`config.mk`:
```
export PLATFORM = sky130hd
export DESIGN_NAME = pipe_hazard_ctrl
export DESIGN_NICKNAME = d
export VERILOG_FILES = /design/src/rtl/pipe_hazard_ctrl.sv
export SDC_FILE = /design/constraint.sdc
export NUM_CORES = 1
export LEC_CHECK = 0
export CAP_MARGIN = 20
export CORE_MARGIN = 5
export CORE_UTILIZATION = 44
export CTS_BUF_LIST = sky130_fd_sc_hd__clkbuf_4
export DETAILED_ROUTE_END_ITERATION = 8
export PLACE_DENSITY_LB_ADDON = 0.25
export SLEW_MARGIN = 20
export SYNTH_ARGS = -nofsm -noshare
export SYNTH_HDL_FRONTEND = slang
export SYNTH_SLANG_ARGS = --single-unit
```
`constraint.sdc`:
```
create_clock -name clk -period 2 [get_ports clk]
set_input_delay 0.2 -clock clk [delete_from_list [all_inputs] [get_ports clk]]
set_output_delay 0.2 -clock clk [all_outputs]
set_load 0.01 [all_outputs]
```
`src/rtl/pipe_hazard_ctrl.sv`:
```
`default_nettype none
// ============================================================================
//  Module      : pipe_hazard_ctrl
//  Description : Hazard/sequencing controller for a 5-stage RISC-V pipeline.
//                Handles load-use stalls, MEM-resolved branch flushes and
//                data-memory req/ack waits with a timeout into a sticky ERR.
//                Optional performance counters: define HAZ_PERF_CNT_EN.
//  Revision    : 1.0 - initial release
// ============================================================================
module pipe_hazard_ctrl #(
  parameter int MEM_TIMEOUT = 16
) (
  input  logic        clk,
  input  logic        rst_n,
  input  logic [4:0]  id_rs1,
  input  logic [4:0]  id_rs2,
  input  logic        id_use_rs1,
  input  logic        id_use_rs2,
  input  logic        ex_memread,
  input  logic [4:0]  ex_rd,
  input  logic        mem_branch,
  input  logic        mem_zero,
  input  logic        mem_memread,
  input  logic        mem_memwrite,
  input  logic        dmem_ack,
  output logic        dmem_req,
  output logic        pc_en,
  output logic        pc_src,
  output logic        ifid_en,
  output logic        pipe_en,
  output logic        ifid_flush,
  output logic        idex_flush,
  output logic        exmem_flush,
  output logic        mem_err
`ifdef HAZ_PERF_CNT_EN
  ,
  output logic [31:0] stall_cnt,
  output logic [31:0] flush_cnt
`endif
);

  typedef enum logic [1:0] {
    S_RUN      = 2'd0,
    S_MEM_WAIT = 2'd1,
    S_ERR      = 2'd2
  } state_t;

  localparam logic [7:0] C_TIMEOUT = 8'(MEM_TIMEOUT);

  state_t     r_state;
  logic [7:0] r_wait_cnt;

  logic w_active;
  logic w_req;
  logic w_stall;
  logic w_branch;
  logic w_hit_rs1;
  logic w_hit_rs2;
  logic w_load_use;

  // Gating with rst_n keeps every output low for the whole reset window.
  assign w_active   = rst_n && (r_state != S_ERR);
  assign w_req      = w_active && (mem_memread || mem_memwrite);
  assign w_stall    = w_req && !dmem_ack;
  assign w_branch   = mem_branch && mem_zero;
  assign w_hit_rs1  = id_use_rs1 && (id_rs1 == ex_rd);
  assign w_hit_rs2  = id_use_rs2 && (id_rs2 == ex_rd);
  assign w_load_use = ex_memread && (ex_rd != 5'd0) && (w_hit_rs1 || w_hit_rs2);

  assign dmem_req = w_req;
  assign mem_err  = rst_n && (r_state == S_ERR);

  always_comb begin
    pc_en       = 1'b0;
    pc_src      = 1'b0;
    ifid_en     = 1'b0;
    pipe_en     = 1'b0;
    ifid_flush  = 1'b0;
    idex_flush  = 1'b0;
    exmem_flush = 1'b0;
    if (w_active) begin
      if (w_stall) begin
        // Memory wait freezes the whole pipeline, nothing else may act.
        pc_en = 1'b0;
      end else if (w_branch) begin
        pc_src      = 1'b1;
        pc_en       = 1'b1;
        ifid_en     = 1'b1;
        pipe_en     = 1'b1;
        ifid_flush  = 1'b1;
        idex_flush  = 1'b1;
        exmem_flush = 1'b1;
      end else if (w_load_use) begin
        pipe_en    = 1'b1;
        idex_flush = 1'b1;
      end else begin
        pc_en   = 1'b1;
        ifid_en = 1'b1;
        pipe_en = 1'b1;
      end
    end
  end

  always_ff @(posedge clk or negedge rst_n) begin
    if (!rst_n) begin
      r_state    <= S_RUN;
      r_wait_cnt <= 8'd0;
    end else begin
      case (r_state)
        S_RUN: begin
          if (w_stall) begin
            r_state    <= S_MEM_WAIT;
            r_wait_cnt <= 8'd1;
          end
        end
        S_MEM_WAIT: begin
          if (!w_stall) begin
            r_state    <= S_RUN;
            r_wait_cnt <= 8'd0;
          end else if (r_wait_cnt == C_TIMEOUT) begin
            r_state <= S_ERR;
          end else begin
            r_wait_cnt <= r_wait_cnt + 8'd1;
          end
        end
        S_ERR: begin
          r_state <= S_ERR;
        end
        default: begin
          r_state    <= S_RUN;
          r_wait_cnt <= 8'd0;
        end
      endcase
    end
  end

`ifdef HAZ_PERF_CNT_EN
  logic [31:0] r_stall_cnt;
  logic [31:0] r_flush_cnt;
  logic        w_flush_evt;

  assign w_flush_evt = w_active && !w_stall && w_branch;

  always_ff @(posedge clk or negedge rst_n) begin
    if (!rst_n) begin
      r_stall_cnt <= 32'd0;
      r_flush_cnt <= 32'd0;
    end else begin
      if (w_active && !pc_en && (r_stall_cnt != 32'hFFFF_FFFF))
        r_stall_cnt <= r_stall_cnt + 32'd1;
      if (w_flush_evt && (r_flush_cnt != 32'hFFFF_FFFF))
        r_flush_cnt <= r_flush_cnt + 32'd1;
    end
  end

  assign stall_cnt = r_stall_cnt;
  assign flush_cnt = r_flush_cnt;
`endif

endmodule
`default_nettype wire

```
# After elaboration in Yosys (flattened, before gate mapping)

Index checks and enable logic that the tools add are counted.

Reduce and logical (&&, ||, !) cells: 16
Equal/unequal tests: 9
Bitwise operators: 1
Add/sub/neg operators: 1
Mux-type cells: 21

Operators with widths:

| cell                                           | number |
|---|---|
| two-way mux 8 bit                              | 3 |
| one-hot mux 8 bit (3 select lines)             | 1 |
| two-way mux 1 bit                              | 13 |
| == test 5 bit                                  | 2 |
| logical AND 1 bit                              | 9 |
| adder 8 x 1 -> 8 bit (second input constant)   | 1 |
| == test 8 x 5 -> 1 bit (second input constant) | 1 |
| two-way mux 2 bit                              | 3 |
| inequality test 3 bit (second input constant)  | 2 |
| one-hot mux 2 bit (3 select lines)             | 1 |
| nonzero test 5 bit                             | 1 |
| inequality test 2 bit (second input constant)  | 2 |
| AND reduction 3 bit                            | 1 |
| == test 2 x 1 -> 1 bit (second input constant) | 1 |
| == test 2 bit (second input constant)          | 1 |
| logical NOT 2 bit                              | 1 |
| logical OR 1 bit                               | 2 |
| AND reduction 2 bit                            | 1 |
| logical NOT 1 bit                              | 1 |
| NOT 1 bit                                      | 1 |

Input port bits: 25
Output and inout port bits: 9
Logic and storage cells: 50
Register bits after elaboration: 10

# Depth between registers and ports, before layout

Gate-level depths: netlist of the first run.

Depth after elaboration: 8
Gate-level depth with buffers: 6

# Worst setup path before layout of the first run

Ideal clock, no wire load.

Path kind: flip-flop to flip-flop
From: register r_wait_cnt[0]
To: register r_wait_cnt[4]
Period minus slack after synthesis: 1514 ps
Stages on the path, launching flop included: 7
Path slack: 486 ps
Buffers on the path: 0
Library setup time: 126 ps
Data arrival time: 1388 ps
Cells stage by stage: dfrtp_1 -> inv_1 -> ha_1 -> nor4b_4 -> nand2_2 -> and2_4 -> a221o_1

Longest elaborated chain between the ends: 4
Elaborated cells between the ends (all ways): 7
Those cells by class: add/sub (1); eq/ne (2); mux (3); reduce/logical (1)

Ends and longest elaborated chain:

| what                               | line | RTL |
|---|---|---|
| start, declared                    | 51   | `logic [7:0] r_wait_cnt;` |
| start signal, assigned             | 123  | `r_wait_cnt <= r_wait_cnt + 8'd1;` |
| adder 8 x 1 -> 8 bit               | 123  |  |
| two-way mux 8 bit                  | 120  | `end else if (r_wait_cnt == C_TIMEOUT) begin` |
| two-way mux 8 bit                  | 117  | `if (!w_stall) begin` |
| one-hot mux 8 bit (3 select lines) | 109  | `case (r_state)` |

Parallel ways exist; a longest one is shown, timed or not. The select of a mux whose other input is x is not followed.
A chain may end at the register's enable or synchronous reset.

# Worst setup path after layout of the first run

From: input id_rs2[3]
To: output pc_en

Longest elaborated chain between the ends: 8

Ends and longest elaborated chain:

| what              | line | RTL |
|---|---|---|
| start, declared   | 16   | `input logic [4:0] id_rs2,` |
| == test 5 bit     | 67   | `assign w_hit_rs2 = id_use_rs2 && (id_rs2 == ex_rd);` |
| logical AND 1 bit | 67   |  |
| logical OR 1 bit  | 68   | `assign w_load_use = ex_memread && (ex_rd != 5'd0) && (w_hit_rs1 \|\| w_hit_rs2);` |
| logical AND 1 bit | 68   |  |
| two-way mux 1 bit | 93   | `end else if (w_load_use) begin` |
| two-way mux 1 bit | 85   | `end else if (w_branch) begin` |
| two-way mux 1 bit | 82   | `if (w_stall) begin` |
| two-way mux 1 bit | 81   | `if (w_active) begin` |
| end, declared     | 27   | `output logic pc_en,` |

No other way between the ends.

==> reports/results.txt, run 1 <==
Final Max Tran Viols -> 0
synthesized-area fraction occupied by ao, oa, aoi and oai cells -> 21.2%
endpoints failing setup -> 0
source-to-sink clock delay at the later pin of the worst-skew pair -> 270 ps
Worst Max-Slew Pin Slew -> 315 ps
Max VDD drop -> 0.000455 V
initial antenna violation count -> 0
Die Ht -> 53.2 um
unrepaired setup endpoints after global routing -> false
share of synthesized cell area in and, or, nand and nor gates -> 29.5%
prevailing post-synth register cell -> dfrtp_1
register area share after synthesis -> 30.5%
Synth Register Bits -> 10
maximum fanout count along the critical path -> 2
floorplan die width -> 53.2 um
Total Negative Setup Slacks -> 0 ps
per-cell via count in the routed design -> 5.35
Post-synth ARST share -> 100%
crit path time final -> 1870 ps
Gate Count Post-Synth -> 87
critical path class -> in -> out
post-synthesis cell area -> 820 um2
pre-CTS setup slack -> -347 ps
final count of hold timing violations -> 0
global-route total usage across every layer -> 17.6%
total die area -> 2830 um2
power per cell area -> 438 nW/um2
number of enable flip-flop cells after synthesis -> 0
number of detailed-route iterations in the first pass -> 4
Core Area -> 1750 um2
maximum number of buffers from clock root to sink -> 2
launching element type of the critical path -> input pin
routed wirelength normalized by instance count -> 14.9 um
number of warnings printed during yosys synthesis -> 0
Crit path required time -> 1800 ps
run status -> finished clean
data arrival time of the worst path -> 1670 ps
capturing element type of the critical path -> primary output
distinct cell type count of the synthesized netlist -> 40
main combinational cell family by area after synthesis -> simple AND/OR/NAND/NOR gates
cell chosen for the clock root -> clkbuf_4
number of H-tree levels -> 1
post-synthesis mux area share -> 0%
number of hold-repair buffers added at the cts stage -> 0
series of cell instances along the critical path -> clkdlybuf4s50_1, xor2_1, nor4_1, a32oi_1, o21a_1, clkdlybuf4s15_2
via count of the first global-routing pass -> 810
final critical-path share of the clock period -> 93.4%
wire length after detailed routing -> 2280 um
library cell with the largest summed area after synthesis -> dfrtp_1
clock tree from TritonCTS -> built
fmax -> 535 MHz
Worst-path clk slew -> 70 ps
Synth Area in XOR/XNOR -> 10.7%
Antenna Diode Count -> 0
highest-delay cell along the critical path -> clkdlybuf4s50_1
per-instance average area after synthesis -> 9.42 um2
initial core utilization -> 47.0%
Tightest Hold Check Type -> in -> async
Final Net Count -> 157
most area-consuming cells after synthesis -> dfrtp_1, xor2_1, a221o_1
post-route cell area -> 1260 um2
worst path setup slack after routing -> 132 ps
largest net degree at the start of global routing -> 8
final cell utilization of the core -> 72.4%
number of nets in the synthesized netlist -> 114
weighted congestion at the end of routability-driven global placement -> 0.838
number of DRC markers in iteration 0 -> 10
Yosys top cell area share -> 30.5%
number of remaining DRC errors -> 0
number of core rows -> 15
global route total overflow -> 0
post-synthesis to final-layout area growth -> 54.2%
Final Skew -> 3.99 ps
fraction of final layout cells with drive strength greater than 1 -> 21.1%
number of clock buffers inserted by TritonCTS -> 3
global-route wire length before repair -> 3660 um
final hold slack -> 366 ps
maximum cell stage delay along the critical path -> 420 ps
clock sink count -> 10
count of input and output buffers -> 33
MaxCap Viol Count -> 0
adder-cell area share of the yosys netlist -> 3.05%
number of vias after detailed routing -> 818
final antenna-violating net count -> 0
Static Leakage -> 0.677 nW
half-perimeter wire length after detailed placement -> 1780 um
instance area at placement -> 1210 um2
I/O pin total -> 34
worst-case headroom to the max-slew limit -> 78.8%
-- critical path, delay by kind of cell --
kind	cells	cell delay, ps
buffers and inverters	2	640
AO/OA/AOI/OAI	2	390
AND/OR/NAND/NOR	1	280
XOR/XNOR	1	160
-- synthesized netlist by cell type, types with 2 or more instances --
cell and instances:
a221o_1 4, nand3_1 5, inv_1 5, o31ai_1 2
nor4_1 2, nand2b_1 3, nand2_1 2, xnor2_1 2
buf_4 3, xor2_1 8, dfrtp_1 10, and3_1 4
nor2_1 6, a211o_1 2, o21ai_0 2, ha_1 2
and3_2 2
-- per-layer routing --
layer | GRT usage, % | up-vias | routed length [um]
met5 | 0 | - | 0
met4 | 7.66 | 0 | 45
met3 | 3.38 | 5 | 180
met2 | 32.4 | 25 | 1110
met1 | 19.2 | 376 | 950
li1 | - | 412 | -
-- area by class of cell --
| class | count | area [um2] |
|---|---|---|
| fill | 139 | 482 |
| tap | 25 | 31.3 |
| timing repair buffer | 41 | 398 |
| clock buffer | 3 | 22.5 |
| sequential | 10 | 250 |
| inverter | 5 | 18.8 |
| multi-input combinational | 69 | 543 |
-- state kept, by name, summed over array words and instances, names as in the netlist --
| register | flops |
|---|---|
| r_state | 2 |
| r_wait_cnt | 8 |
-- path summary, 6_finish.rpt --
check	to	startpoint	slack (ps)	cells past startpoint
setup / recovery	pc_en	id_rs2[3]	130	6
hold / removal	r_state[0]	rst_n	370	2
setup reg to reg	r_wait_cnt[7]	r_wait_cnt[0]	260	6
hold reg to reg	r_wait_cnt[2]	r_wait_cnt[2]	580	1
max in group asynchronous	r_wait_cnt[5]	rst_n	1510	2
min in group clk	r_wait_cnt[2]	r_wait_cnt[2]	580	1
-- per-stage QoR --
| step | std cells | power (mW) |
|---|---|---|
| floorplan | 87 | 0.310 |
| CTS | 153 | 0.557 |
| detailed placement | 149 | 0.415 |
| global placement | 149 | 0.408 |
| finish | 153 | 0.553 |
| global route | 153 | 0.582 |
-- cells in the final DEF (no fill, tap or decap), types with 2 or more instances in the layout --
cell | Yosys | layout
o21ai_0 | 2 | 2
clkdlybuf4s50_1 | 0 | 22
nor4_1 | 2 | 2
buf_4 | 3 | 8
nand3_1 | 5 | 5
xor2_1 | 8 | 8
inv_1 | 5 | 4
dfrtp_1 | 10 | 10
nand2_1 | 2 | 2
a211o_1 | 2 | 2
dlymetal6s2s_1 | 0 | 7
and3_2 | 2 | 2
o31ai_1 | 2 | 2
and3_1 | 4 | 4
nand2b_1 | 3 | 2
nor2_1 | 6 | 6
clkbuf_4 | 0 | 3
xnor2_1 | 2 | 2
ha_1 | 2 | 2
a221o_1 | 4 | 4
buf_2 | 0 | 2
-- kinds of logic (layout without fill, tap and decap cells) --
| kind of cell | after synthesis | in the layout |
|---|---|---|
| adder cells (fa/ha/maj) | 2 | 2 |
| buffers and inverters | 8 | 49 |
| AND/OR/NAND/NOR | 37 | 37 |
| flip-flops | 10 | 10 |
| XOR/XNOR | 10 | 10 |
| AO/OA/AOI/OAI | 20 | 20 |
-- power breakdown --
part	internal (mW)	switching, mW	total (mW)
Sequential	0.211	0.0140	0.225
Clock	0.0697	0.0740	0.144
Combinational	0.109	0.0754	0.184
Total	0.390	0.163	0.553
-- what timing repair did --
item | in CTS | in global routing
resized for setup | 13 | 10
buffers inserted | 1 | 0
endpoints found under the setup margin | 6 | 6
pin swaps | 3 | 3
Note: power is estimated with default switching activity, not from simulation.
==> run 2: changes to the inputs <==
--- a/config.mk
+++ b/config.mk
@@ -5,7 +5,6 @@
 export SDC_FILE = /design/constraint.sdc
 export NUM_CORES = 1
 export LEC_CHECK = 0
-export CAP_MARGIN = 20
 export CORE_MARGIN = 5
 export CORE_UTILIZATION = 44
 export CTS_BUF_LIST = sky130_fd_sc_hd__clkbuf_4
==> results of run 2 <==
The final DEF is identical to that of run 1; final timing and power are the same.
